===== src/rtl/muldiv_unit_if.sv =====
// Request/response bundle for muldiv_unit.
//   start_i, op_i, opa_i, opb_i, annul_i : requester -> unit
//   busy_o, ready_o, hi_o, lo_o, divzero_o : unit -> requester
// Modports: master (requester side), slave (muldiv_unit side).
interface muldiv_unit_if #(
  parameter int unsigned WIDTH = 32
);
  logic             start_i;
  logic [1:0]       op_i;
  logic [WIDTH-1:0] opa_i;
  logic [WIDTH-1:0] opb_i;
  logic             annul_i;
  logic             busy_o;
  logic             ready_o;
  logic [WIDTH-1:0] hi_o;
  logic [WIDTH-1:0] lo_o;
  logic             divzero_o;

  modport master (
    output start_i, op_i, opa_i, opb_i, annul_i,
    input  busy_o, ready_o, hi_o, lo_o, divzero_o
  );

  modport slave (
    input  start_i, op_i, opa_i, opb_i, annul_i,
    output busy_o, ready_o, hi_o, lo_o, divzero_o
  );
endinterface


===== src/rtl/muldiv_unit.sv =====
// Iterative multiply/divide unit.
//   op 00 mult (signed), 01 multu, 10 div (signed), 11 divu.
//   Multiply: shift-add, one step per cycle; divide: restoring, one step per
//   cycle. Both work on magnitudes and fix the sign in a final FIX cycle, so
//   a result appears WIDTH+2 cycles after acceptance. Divide by zero
//   finishes one cycle after acceptance with lo=all ones, hi=dividend.
// Ports:
//   clk, rst   : clock, asynchronous active-high reset
//   bus        : muldiv_unit_if.slave request/response bundle
// Build option:
//   MULDIV_FAST_MUL_EN : multiplication done combinationally in one cycle
//                        (IDLE->DONE); division unchanged.
module muldiv_unit #(
  parameter int unsigned WIDTH = 32
) (
  input  logic          clk,
  input  logic          rst,
  muldiv_unit_if.slave  bus
);

  localparam int unsigned CNT_W  = $clog2(WIDTH);
  localparam int unsigned PROD_W = 2 * WIDTH;
  localparam logic [CNT_W-1:0] LAST_STEP = CNT_W'(WIDTH - 1);

  typedef enum logic [2:0] {
    IDLE,
    MUL,
    DIV,
    FIX,
    DONE
  } muldivState_t;

  muldivState_t state, nextState;
  logic [CNT_W-1:0] count, nextCount;

  // accHi: product high half / partial remainder
  // accLo: multiplier being consumed / dividend shifting into quotient
  // mcand: multiplicand or divisor magnitude
  logic [WIDTH-1:0] accHi, nextAccHi;
  logic [WIDTH-1:0] accLo, nextAccLo;
  logic [WIDTH-1:0] mcand, nextMcand;
  logic             isMul, nextIsMul;
  logic             negMain, nextNegMain;   // product or quotient negative
  logic             negRem, nextNegRem;     // remainder negative

  logic [WIDTH-1:0] hiQ, nextHi;
  logic [WIDTH-1:0] loQ, nextLo;
  logic             busyQ, readyQ, divzeroQ, nextDivzero;

  // Operand magnitudes for the signed ops.
  logic             signedOp, signA, signB;
  logic [WIDTH-1:0] magA, magB;
  assign signedOp = ~bus.op_i[0];
  assign signA    = signedOp & bus.opa_i[WIDTH-1];
  assign signB    = signedOp & bus.opb_i[WIDTH-1];
  assign magA     = signA ? WIDTH'(-bus.opa_i) : bus.opa_i;
  assign magB     = signB ? WIDTH'(-bus.opb_i) : bus.opb_i;

  // One shift-add step: add multiplicand into the high half, shift right.
  logic [WIDTH:0] mulSum;
  assign mulSum = {1'b0, accHi} + (accLo[0] ? {1'b0, mcand} : {(WIDTH + 1){1'b0}});

  // One restoring step: bring in the next dividend bit, trial subtract.
  logic [WIDTH:0] divShift, divDiff;
  assign divShift = {accHi, accLo[WIDTH-1]};
  assign divDiff  = divShift - {1'b0, mcand};

  // Sign-corrected results used in FIX.
  logic [PROD_W-1:0] prodFix;
  logic [WIDTH-1:0]  quoFix, remFix;
  assign prodFix = negMain ? PROD_W'(-{accHi, accLo}) : {accHi, accLo};
  assign quoFix  = negMain ? WIDTH'(-accLo) : accLo;
  assign remFix  = negRem  ? WIDTH'(-accHi) : accHi;

`ifdef MULDIV_FAST_MUL_EN
  // Low 2*WIDTH bits of the extended product are correct for both signednesses.
  logic [PROD_W-1:0] extA, extB, fastProd;
  assign extA     = {{WIDTH{signA}}, bus.opa_i};
  assign extB     = {{WIDTH{signB}}, bus.opb_i};
  assign fastProd = PROD_W'(extA * extB);
`endif

  // State and step counter.
  always_ff @(posedge clk or posedge rst) begin
    if (rst) begin
      state <= IDLE;
      count <= '0;
    end else begin
      state <= nextState;
      count <= nextCount;
    end
  end

  // Next-state and datapath next values.
  always_comb begin
    nextState   = state;
    nextCount   = count;
    nextAccHi   = accHi;
    nextAccLo   = accLo;
    nextMcand   = mcand;
    nextIsMul   = isMul;
    nextNegMain = negMain;
    nextNegRem  = negRem;
    nextHi      = hiQ;
    nextLo      = loQ;
    nextDivzero = 1'b0;

    unique case (state)
      IDLE: begin
        if (bus.start_i && !bus.annul_i) begin
          nextCount   = '0;
          nextAccHi   = '0;
          nextIsMul   = ~bus.op_i[1];
          nextNegMain = signA ^ signB;
          nextNegRem  = signA;
          if (!bus.op_i[1]) begin
            nextAccLo = magB;
            nextMcand = magA;
`ifdef MULDIV_FAST_MUL_EN
            nextState = DONE;
            nextHi    = fastProd[PROD_W-1:WIDTH];
            nextLo    = fastProd[WIDTH-1:0];
`else
            nextState = MUL;
`endif
          end else begin
            nextAccLo = magA;
            nextMcand = magB;
            if (bus.opb_i == '0) begin
              nextState   = DONE;
              nextHi      = bus.opa_i;
              nextLo      = '1;
              nextDivzero = 1'b1;
            end else begin
              nextState = DIV;
            end
          end
        end
      end

      MUL: begin
        nextAccHi = mulSum[WIDTH:1];
        nextAccLo = {mulSum[0], accLo[WIDTH-1:1]};
        nextCount = count + CNT_W'(1);
        if (count == LAST_STEP) nextState = FIX;
      end

      DIV: begin
        // Sign bit of the trial difference clear means the subtract fits.
        if (!divDiff[WIDTH]) begin
          nextAccHi = divDiff[WIDTH-1:0];
          nextAccLo = {accLo[WIDTH-2:0], 1'b1};
        end else begin
          nextAccHi = divShift[WIDTH-1:0];
          nextAccLo = {accLo[WIDTH-2:0], 1'b0};
        end
        nextCount = count + CNT_W'(1);
        if (count == LAST_STEP) nextState = FIX;
      end

      FIX: begin
        nextState = DONE;
        if (isMul) begin
          nextHi = prodFix[PROD_W-1:WIDTH];
          nextLo = prodFix[WIDTH-1:0];
        end else begin
          nextHi = remFix;
          nextLo = quoFix;
        end
      end

      DONE: nextState = IDLE;

      default: nextState = IDLE;
    endcase

    // Abort: back to IDLE with results untouched and no completion.
    if (state != IDLE && bus.annul_i) begin
      nextState   = IDLE;
      nextHi      = hiQ;
      nextLo      = loQ;
      nextDivzero = 1'b0;
    end
  end

  // Datapath and registered outputs.
  always_ff @(posedge clk or posedge rst) begin
    if (rst) begin
      accHi    <= '0;
      accLo    <= '0;
      mcand    <= '0;
      isMul    <= 1'b0;
      negMain  <= 1'b0;
      negRem   <= 1'b0;
      hiQ      <= '0;
      loQ      <= '0;
      busyQ    <= 1'b0;
      readyQ   <= 1'b0;
      divzeroQ <= 1'b0;
    end else begin
      accHi    <= nextAccHi;
      accLo    <= nextAccLo;
      mcand    <= nextMcand;
      isMul    <= nextIsMul;
      negMain  <= nextNegMain;
      negRem   <= nextNegRem;
      hiQ      <= nextHi;
      loQ      <= nextLo;
      busyQ    <= (nextState != IDLE);
      readyQ   <= (nextState == DONE);
      divzeroQ <= nextDivzero;
    end
  end

  assign bus.busy_o    = busyQ;
  assign bus.ready_o   = readyQ;
  assign bus.hi_o      = hiQ;
  assign bus.lo_o      = loQ;
  assign bus.divzero_o = divzeroQ;

endmodule


===== src/flat_wrapper.sv =====
// flat-port wrapper written by rule: the top's interface ports become plain ports
module muldiv_unit_flat 
#(
  parameter int unsigned WIDTH = 32
)
  (clk, rst, bus_start_i, bus_op_i, bus_opa_i, bus_opb_i, bus_annul_i, bus_busy_o, bus_ready_o, bus_hi_o, bus_lo_o, bus_divzero_o);
  muldiv_unit_if #(.WIDTH(WIDTH)) bus_i ();
  input  logic clk;
  input  logic rst;
  input wire logic [$bits(bus_i.start_i)-1:0] bus_start_i;
  input wire logic [$bits(bus_i.op_i)-1:0] bus_op_i;
  input wire logic [$bits(bus_i.opa_i)-1:0] bus_opa_i;
  input wire logic [$bits(bus_i.opb_i)-1:0] bus_opb_i;
  input wire logic [$bits(bus_i.annul_i)-1:0] bus_annul_i;
  output wire logic [$bits(bus_i.busy_o)-1:0] bus_busy_o;
  output wire logic [$bits(bus_i.ready_o)-1:0] bus_ready_o;
  output wire logic [$bits(bus_i.hi_o)-1:0] bus_hi_o;
  output wire logic [$bits(bus_i.lo_o)-1:0] bus_lo_o;
  output wire logic [$bits(bus_i.divzero_o)-1:0] bus_divzero_o;
  assign bus_i.start_i = bus_start_i;
  assign bus_i.op_i = bus_op_i;
  assign bus_i.opa_i = bus_opa_i;
  assign bus_i.opb_i = bus_opb_i;
  assign bus_i.annul_i = bus_annul_i;
  assign bus_busy_o = bus_i.busy_o;
  assign bus_ready_o = bus_i.ready_o;
  assign bus_hi_o = bus_i.hi_o;
  assign bus_lo_o = bus_i.lo_o;
  assign bus_divzero_o = bus_i.divzero_o;
  muldiv_unit #(.WIDTH(WIDTH)) u_core (.clk(clk), .rst(rst), .bus(bus_i));
endmodule

===== config.mk =====
export PLATFORM = sky130hd
export DESIGN_NAME = muldiv_unit_flat
export DESIGN_NICKNAME = d
export VERILOG_FILES = /design/src/rtl/muldiv_unit_if.sv /design/src/rtl/muldiv_unit.sv /design/src/flat_wrapper.sv
export SDC_FILE = /design/constraint.sdc
export NUM_CORES = 1
export LEC_CHECK = 0
export CAP_MARGIN = 5
export CORE_MARGIN = 5
export CORE_UTILIZATION = 40
export CTS_CLUSTER_DIAMETER = 50
export DETAILED_ROUTE_END_ITERATION = 8
export PLACE_DENSITY_LB_ADDON = 0.25
export RECOVER_POWER = 100
export REMOVE_ABC_BUFFERS = 1
export SLEW_MARGIN = 20
export SYNTH_ARGS = -nofsm -noshare
export SYNTH_HDL_FRONTEND = slang
export SYNTH_SLANG_ARGS = --single-unit

===== constraint.sdc =====
create_clock -name clk -period 8.45 [get_ports clk]
set_input_delay 0.845 -clock clk [delete_from_list [all_inputs] [get_ports clk]]
set_output_delay 0.845 -clock clk [all_outputs]
set_load 0.005 [all_outputs]

==> results of run 1 <==
## worst max-delay path by stage
stage / cells after the start / endpoint / from / slack (ps)
floorplan: 5 / u_core.accHi[31] / bus_start_i / 1500
global placement: 10 / u_core.bus.lo_o[4] / bus_opb_i[8] / 3350
detailed placement: 11 / u_core.bus.lo_o[20] / bus_opb_i[2] / 3220
CTS: 11 / u_core.bus.lo_o[20] / bus_opb_i[2] / 3670
global route: 11 / u_core.bus.lo_o[20] / bus_opb_i[2] / 1890
finish: 11 / u_core.bus.lo_o[20] / bus_opb_i[2] / 2280
## area by class of cell
cell class	instances	share of cell area
clock buffers	20	0.0266
clock inverters	11	0.00849
inverters	61	0.0137
multi-input cells	1512	0.568
flip-flops and latches	174	0.259
well taps	468	0.0349
repair buffers	157	0.0892
## per-layer routing
layer | up-vias | part of all wire | GRT usage
met5 | - | 0.00027 | 0
met4 | 2 | 0.021 | 0.0597
met3 | 56 | 0.053 | 0.0313
met2 | 411 | 0.48 | 0.393
met1 | 6729 | 0.44 | 0.315
li1 | 6861 | - | -
## state kept, by name (all words and copies together), names as in the netlist
register	flops
u_core.bus.busy_o	1
u_core.accHi	32
u_core.bus.ready_o	1
u_core.negMain	1
u_core.negRem	1
u_core.bus.hi_o	32
u_core.accLo	32
u_core.bus.divzero_o	1
u_core.state	3
u_core.isMul	1
u_core.mcand	32
u_core.count	5
u_core.bus.lo_o	32
## synth_stat cells, drive strengths merged (30+ instances only)
library cell    n
a21oi         161
a211oi         38
mux2i          44
a221oi         30
a21o           32
o21ai         187
a31oi          43
nand2         185
dfrtp         174
nor2          223
clkbuf         94
xnor2         100
xor2           74
ha             70
inv            60
## layout by cell type (no fill, tap or decap), types with 7 or more instances in the layout
master and count:
ha_1 70, nor4_1 19, a211oi_1 38, nor3_1 27, or3_1 23, dlygate4sd3_1 72
nand2_1 185, o31ai_1 18, or4_1 14, mux2i_1 44, clkbuf_16 17, dfrtp_1 174
o22ai_1 7, a22oi_1 21, o21bai_1 10, o211ai_1 12, and2_1 7, a21o_1 32
xor2_1 73, a221oi_1 30, nand3b_1 11, o21ai_0 187, a31oi_1 43, o41ai_1 7
nand3_1 27, nand4_1 14, nor2b_1 13, buf_4 17, clkbuf_1 7, a21oi_1 161
inv_1 58, nand2b_1 13, nor2_1 222, and3_1 9, xnor2_1 100, clkdlybuf4s50_1 63
## cell families (layout without fill, tap and decap cells)
logic type	Yosys count	after routing	share of synthesized area
AND/OR/NAND/NOR	610	610	0.196
AO/OA/AOI/OAI	609	609	0.258
XOR/XNOR	174	174	0.105
flip-flops	174	174	0.299
buffers and inverters	172	249	0.0477
adder cells (fa/ha/maj)	72	72	0.0629
multiplexers	47	47	0.0325
## worst reg2reg max path, stage by stage (launching register included)
cell and delay, ps:
dfrtp_1 530, inv_1 200, ha_1 270, fa_1 410
nand2b_1 200, a21oi_1 260, o211ai_1 200, nand2_1 160
a21oi_1 150, o21ai_0 590, xor2_4 160, clkbuf_1 1750
mux2i_1 260, a221o_1 390
## power by group
group / leakage (nW) / internal, mW / switching [mW]
Combinational: 4.56 / 1.22 / 1.60
Clock: 0.286 / 0.471 / 0.347
Sequential: 2.15 / 1.06 / 0.352
==> flow_summary.ini, run 1 <==
[status]
status = finished with violations
violations = max-capacitance violations, max-slew violations

[pwr]
ir_worst_vdd_mv = 0.144
power.density_nw_per_um2 = 301
p_total_mw = 5.05
power.leakage_nw = 7.00

[timing]
worst_pin_slew_ps = 2530
finalSetupTns_ps = 0
slew_headroom = -0.694
hold_viol_final = 0
fmax_mhz = 162
period_minus_slack_ps = 6170
rsz0062_at_grt = no
setup_violations = 0
slew_viol_final = 186
finalCritPeriodShare = 0.731
finalClockSkew_ps = 14.5
fin_ws_ps = 2280
whs_ps = 484

[floorplan]
start_util = 0.402
rows = 70
dieArea_um2 = 40300
pin_count = 137
die_x_um = 201
core-area_um2 = 36300
die_h_um = 201

[synthesis]
synth_edf_count = 0
syn_area_um2 = 14600
synthArstFlopShare = 1.00
synth_top_cell_by_area = dfrtp_1
ys.flop_type = dfrtp_1
synth_top_area_share = 0.299
ys_top_cells_by_area = dfrtp_1 (30%), o21ai_0 (6.3%), ha_1 (6.0%), xnor2_1 (6.0%), nor2_1 (5.7%)
synthDistinctLibCells = 71
synth_area_per_cell_um2 = 7.84
synth_cells = 1858
synth-seq-area-share = 0.299
yosys_warnings = 0
ys_ff_latch = 174

[placement]
dpl_cell_area_um2 = 16300
io_buffers = 136
dp_cells = 2372
preCtsSetupSlack_ps = 3220
dp_hpwl_mm = 37.0
gp_congestion = 0.918

[drt]
viasPerCell = 5.85
totalWireLength_mm = 48.6
drt-initial-drc-count = 1289
wl_per_cell_um = 20.2
num_vias = 14100
ant_nets = 0
drt-pass1-iter-count = 6
drc = 0

[cts]
clkSlewWorstSetupHoldPaths_ps = 70
post_cts_buffers = 0
cts_tree = yes
cts-root-buf = clkbuf_16
cts_made_buffers = 17
postCtsResizedCells = 0
hold_buffers = 0
cts_buffer_depth = 2
worstSkewPairLatency_ps = 440
clkSinkCount = 174
htree_levels = 4

[setup_path]
r2r-start = u_core.accLo[31]
cp_top_family = simple AND/OR/NAND/NOR gates
critPathMaxStageDelay_ps = 1260
worstRegToRegCells = 13
cpMaxStageDelayCell = nor4_1
critical_path_class = input port to flop
rrSetupSlack_ps = 2810
critical_path_arrival_ps = 6520
critPathBufInv = 4
rr_endpoint = u_core.accHi[1]
start_kind = input port
crit_top_cell = nor4_1
path_cells = dlygate4sd3_1 > nor4_1 > nand3b_1 > or4_1 > nor4_1 > nor2_2 > clkbuf_1 > inv_2 > buf_4 > nor2_1 > a31oi_1
cp-end-kind = flop
cp_max_fo = 54
required_ps = 8790

[final_layout]
regArea_um2 = 4350
fill_cells = 3537
num_antenna_cells = 0
drive_gt1_frac = 0.0351
syn_to_final_growth_pct = 15.3
final_core_util = 0.463
stdcell_count = 2403
stdcell_area_um2 = 16800
fin_nets = 2065
multiInputGateArea_um2 = 9540

[hold_path]
hp-class = flop to flop
min_from = u_core.bus.hi_o[23]
min_to = u_core.bus.hi_o[23]
holdPathStages = 2

[grt]
antenna_found_initial = 1
gr-total-overflow = 0
grt_pass1_vias = 13600
grt_usage = 0.232
grt_max_degree = 108
grt_first_pass_wirelength_mm = 75.9

[job]
cap_violations = 5
Power figures use the tool's default switching activity.
==> inputs of run 2 (changes only) <==
==> constraint.sdc (replaced) <==
create_clock -name clk -period 6.05 [get_ports clk]
set_input_delay 0.605 -clock clk [delete_from_list [all_inputs] [get_ports clk]]
set_output_delay 0.605 -clock clk [all_outputs]
set_load 0.005 [all_outputs]
==> flow_summary.ini, run 2 (synthesis results as in run 1) <==
[grt]
grt_max_degree = 99
grt_first_pass_wirelength_mm = 77.5
grt_pass1_vias = 13600
gr-total-overflow = 0
grt_usage = 0.238
antenna_found_initial = 1

[cts]
clkSinkCount = 174
cts_buffer_depth = 2
htree_levels = 4
cts_made_buffers = 17
cts-root-buf = clkbuf_16
worstSkewPairLatency_ps = 460
hold_buffers = 0
post_cts_buffers = 0
clkSlewWorstSetupHoldPaths_ps = 70
cts_tree = yes
postCtsResizedCells = 0

[hold_path]
holdPathStages = 2
min_from = u_core.mcand[30]
min_to = u_core.mcand[30]
hp-class = flop to flop

[setup_path]
critPathMaxStageDelay_ps = 910
critical_path_arrival_ps = 5230
path_cells = dlygate4sd3_1 > nand2b_1 > nor4_1 > clkbuf_1 > nand2_1 > nor4_4 > nor2_2 > buf_4 > inv_1 > buf_12 > nor2_1 > a31oi_1
critical_path_class = input port to flop
cpMaxStageDelayCell = inv_1
rr_endpoint = u_core.accHi[1]
required_ps = 6410
worstRegToRegCells = 13
crit_start = bus_annul_i
rrSetupSlack_ps = 1280
r2r-start = u_core.accLo[31]
critPathBufInv = 5
cp_top_family = buffers and inverters
start_kind = input port
cp_max_fo = 54
cp-end-kind = flop

[timing]
finalClockSkew_ps = 17.0
fmax_mhz = 205
hold_viol_final = 0
slew_viol_final = 173
rsz0062_at_grt = no
period_minus_slack_ps = 4870
finalCritPeriodShare = 0.805
worst_pin_slew_ps = 3990
slew_headroom = -1.67
setup_violations = 0
whs_ps = 485

[floorplan]
start_util = 0.402
core-area_um2 = 36300
dieArea_um2 = 40300
die_h_um = 201
rows = 70
pin_count = 137
die_x_um = 201

[final_layout]
num_antenna_cells = 0
drive_gt1_frac = 0.0392
fill_cells = 3607
layout_common_cells = nor2_1 (222), o21ai_0 (187), nand2_1 (185)
fin_nets = 2067
mostFrequentLayoutCell = nor2_1
final_core_util = 0.464
syn_to_final_growth_pct = 15.4
regArea_um2 = 4350
stdcell_area_um2 = 16800
multiInputGateArea_um2 = 9550

[drt]
routed.top_layer = met5
num_vias = 14200
wl_per_cell_um = 20.4
wl_met2_mm = 23.2
drt-met1-wl_mm = 22.2
totalWireLength_mm = 49.1
drc = 0
drt-pass1-iter-count = 5
route.met3.wl_mm = 2.69
viasPerCell = 5.91
ant_nets = 0
drt-initial-drc-count = 1156

[job]
cap_violations = 3

[pwr]
power.density_nw_per_um2 = 419
ir_worst_vdd_mv = 0.173
power.leakage_nw = 7.02

[placement]
dp_hpwl_mm = 36.8
dpl_cell_area_um2 = 16300
io_buffers = 136
gp_congestion = 0.910

[status]
status = finished with violations
violations = max-capacitance violations, max-slew violations
==> run 2: worst max path at each step <==
stage | slack [ps] | end | cells past startpoint
floorplan | -660 | u_core.accHi[31] | 5
global placement | 1460 | u_core.bus.lo_o[3] | 11
detailed placement | 1380 | u_core.bus.lo_o[2] | 11
CTS | 1850 | u_core.bus.lo_o[10] | 11
global route | 910 | u_core.bus.lo_o[8] | 12
finish | 1180 | u_core.bus.lo_o[10] | 12
==> run 2: layer usage <==
metal	track usage	vias to the layer above
li1	-	6888
met2	0.398	439
met3	0.0349	61
met1	0.324	6839
met5	0	-
met4	0.0607	2
==> run 2: final cells by class <==
class / instances / share of cell area
Clock buffer: 17 / 0.0253
Tap cell: 468 / 0.0348
Multi-Input combinational cell: 1512 / 0.568
Timing Repair Buffer: 159 / 0.0907
Inverter: 61 / 0.0137
Sequential cell: 174 / 0.259
Clock inverter: 15 / 0.00878
==> run 2: worst reg2reg max path, stage by stage, from the launching register on <==
cell and delay (ps):
dfrtp_1 520, inv_1 180, ha_1 250, fa_1 410, nand2b_1 190, a21oi_1 270, o211ai_1 230, nand2_1 160
a21oi_1 150, o21ai_0 600, xor2_4 170, clkbuf_2 940, mux2i_1 220, a221o_1 360
==> run 2: stage by stage <==
step	setup TNS, ps	power [mW]	cells	worst slack (ps)
3_5_place_dp	0	5.91	2374	1380
2_1_floorplan	-11150	4.67	1747	-659
4_1_cts	0	7.06	2406	1850
6_report	0	7.05	2406	1180
3_3_place_gp	0	5.85	2374	1460
5_1_grt	0	7.59	2406	914
==> run 2: power by group <==
group          total, mW  internal [mW]  switching, mW
clock network       1.14          0.581          0.555
registers           1.96           1.48          0.484
logic               3.95           1.69           2.26
==> inputs of run 3 (changes only) <==
==> constraint.sdc (replaced) <==
create_clock -name clk -period 4.7 [get_ports clk]
set_input_delay 0.47 -clock clk [delete_from_list [all_inputs] [get_ports clk]]
set_output_delay 0.47 -clock clk [all_outputs]
set_load 0.005 [all_outputs]
==> flow_summary.ini, run 3 (synthesis results as in run 1) <==
[floorplan]
start_util = 0.402
pin_count = 137
core-area_um2 = 36300
rows = 70
die_x_um = 201
die_h_um = 201
dieArea_um2 = 40300

[grt]
grt_pass1_vias = 13900
grt_first_pass_wirelength_mm = 76.3
grt_usage = 0.232
antenna_found_initial = 0
grt_max_degree = 91
gr-total-overflow = 0

[timing]
slew_headroom = -1.02
slew_viol_final = 193
finalCritPeriodShare = 0.904
fin_ws_ps = 451
rsz0062_at_grt = no
worst_pin_slew_ps = 3000
fmax_mhz = 235
setup_violations = 0
hold_viol_final = 0
period_minus_slack_ps = 4250
finalSetupTns_ps = 0
finalClockSkew_ps = 12.1

[final_layout]
layout_common_cells = nor2_1 (223), o21ai_0 (187), nand2_1 (185)
syn_to_final_growth_pct = 16.2
mostFrequentLayoutCell = nor2_1
fin_nets = 2073
drive_gt1_frac = 0.0366
num_antenna_cells = 0
final_core_util = 0.467
stdcell_area_um2 = 16900
stdcell_count = 2409

[pwr]
ir_worst_vdd_mv = 0.291
power.leakage_nw = 7.08
power.density_nw_per_um2 = 545

[status]
status = finished with violations
violations = max-capacitance violations, max-slew violations

[cts]
hold_buffers = 0
cts_tree = yes
htree_levels = 4
worstSkewPairLatency_ps = 440
postCtsResizedCells = 0
clkSinkCount = 174
post_cts_buffers = 0
cts_buffer_depth = 2
cts-root-buf = clkbuf_16
cts_made_buffers = 17
clkSlewWorstSetupHoldPaths_ps = 70

[setup_path]
critical_path_arrival_ps = 4610
cp-end-kind = flop
critical_path_class = input port to flop
cp_max_fo = 28
required_ps = 5060
start_kind = input port

[placement]
gp_congestion = 0.948
dp_hpwl_mm = 36.7
dpl_cell_area_um2 = 16400
io_buffers = 136
dp_cells = 2380
preCtsSetupSlack_ps = 752

[drt]
totalWireLength_mm = 47.9
num_vias = 14200
ant_nets = 0
wl_per_cell_um = 19.9
viasPerCell = 5.88
drt-pass1-iter-count = 6
drt-initial-drc-count = 1222
drc = 0

[job]
cap_violations = 4

[hold_path]
hp-class = flop to flop
[run 3: cell count changes in the layout (fill, tap and decap cells not counted), moves of 2 or more]
cell,before,now
inv_6,8,1
clkbuf_1,3,9
buf_4,17,19
clkinvlp_4,3,0
clkbuf_8,0,2
bufinv_16,1,6
[run 3: worst max-delay path, cell delays in order]
cell,delay [ps]
dlygate4sd3_1,710
nor2b_1,120
o31ai_1,2280
buf_4,600
nand2_1,100
a22o_1,240
o211ai_1,90
[run 3: power breakdown]
| part | switching, mW | internal [mW] |
|---|---|---|
| registers | 0.610 | 1.90 |
| clock network | 0.598 | 1.02 |
| logic | 2.90 | 2.19 |
[run 3: final cells by class]
| type | instances | area, um2 |
|---|---|---|
| flip-flops and latches | 174 | 4350 |
| multi-input cells | 1512 | 9540 |
| inverters | 61 | 234 |
| well taps | 468 | 586 |
| fillers | 3603 | 19300 |
| repair buffers | 165 | 1560 |
| clock inverters | 7 | 185 |
| clock buffers | 22 | 464 |
[run 3: per-layer routing]
layer  wire (um)  vias to the layer above  part of all wire  GRT usage
met4        1990                        0             0.042     0.0959
met3        3110                      114             0.065     0.0339
met1       20400                     6653              0.43      0.304
met5           0                        -                 0          0
li1            -                     6873                 -          -
met2       22400                      530              0.47      0.384
[run 3: final timing paths]
| kind | startpoint | endpoint | slack (ps) | depth (start not counted) |
|---|---|---|---|---|
| setup / recovery | bus_annul_i | u_core.accHi[31] | 450 | 7 |
| hold / removal | u_core.mcand[15] | u_core.mcand[15] | 490 | 2 |
| setup reg to reg | u_core.accHi[0] | u_core.accHi[1] | 570 | 12 |
| hold reg to reg | u_core.mcand[15] | u_core.mcand[15] | 490 | 2 |
| max in group asynchronous | rst | u_core.bus.hi_o[11] | 1300 | 3 |
| min in group asynchronous | rst | u_core.state[0] | 670 | 2 |
[run 3: through the flow]
| stage | power [mW] | hold slack (ps) |
|---|---|---|
| 5_1_grt | 9.91 | 512 |
| 4_1_cts | 9.28 | 493 |
| 6_report | 9.22 | 490 |
| 3_3_place_gp | 7.52 | 465 |
| 3_5_place_dp | 7.62 | 474 |
| 2_1_floorplan | 6.01 | 450 |
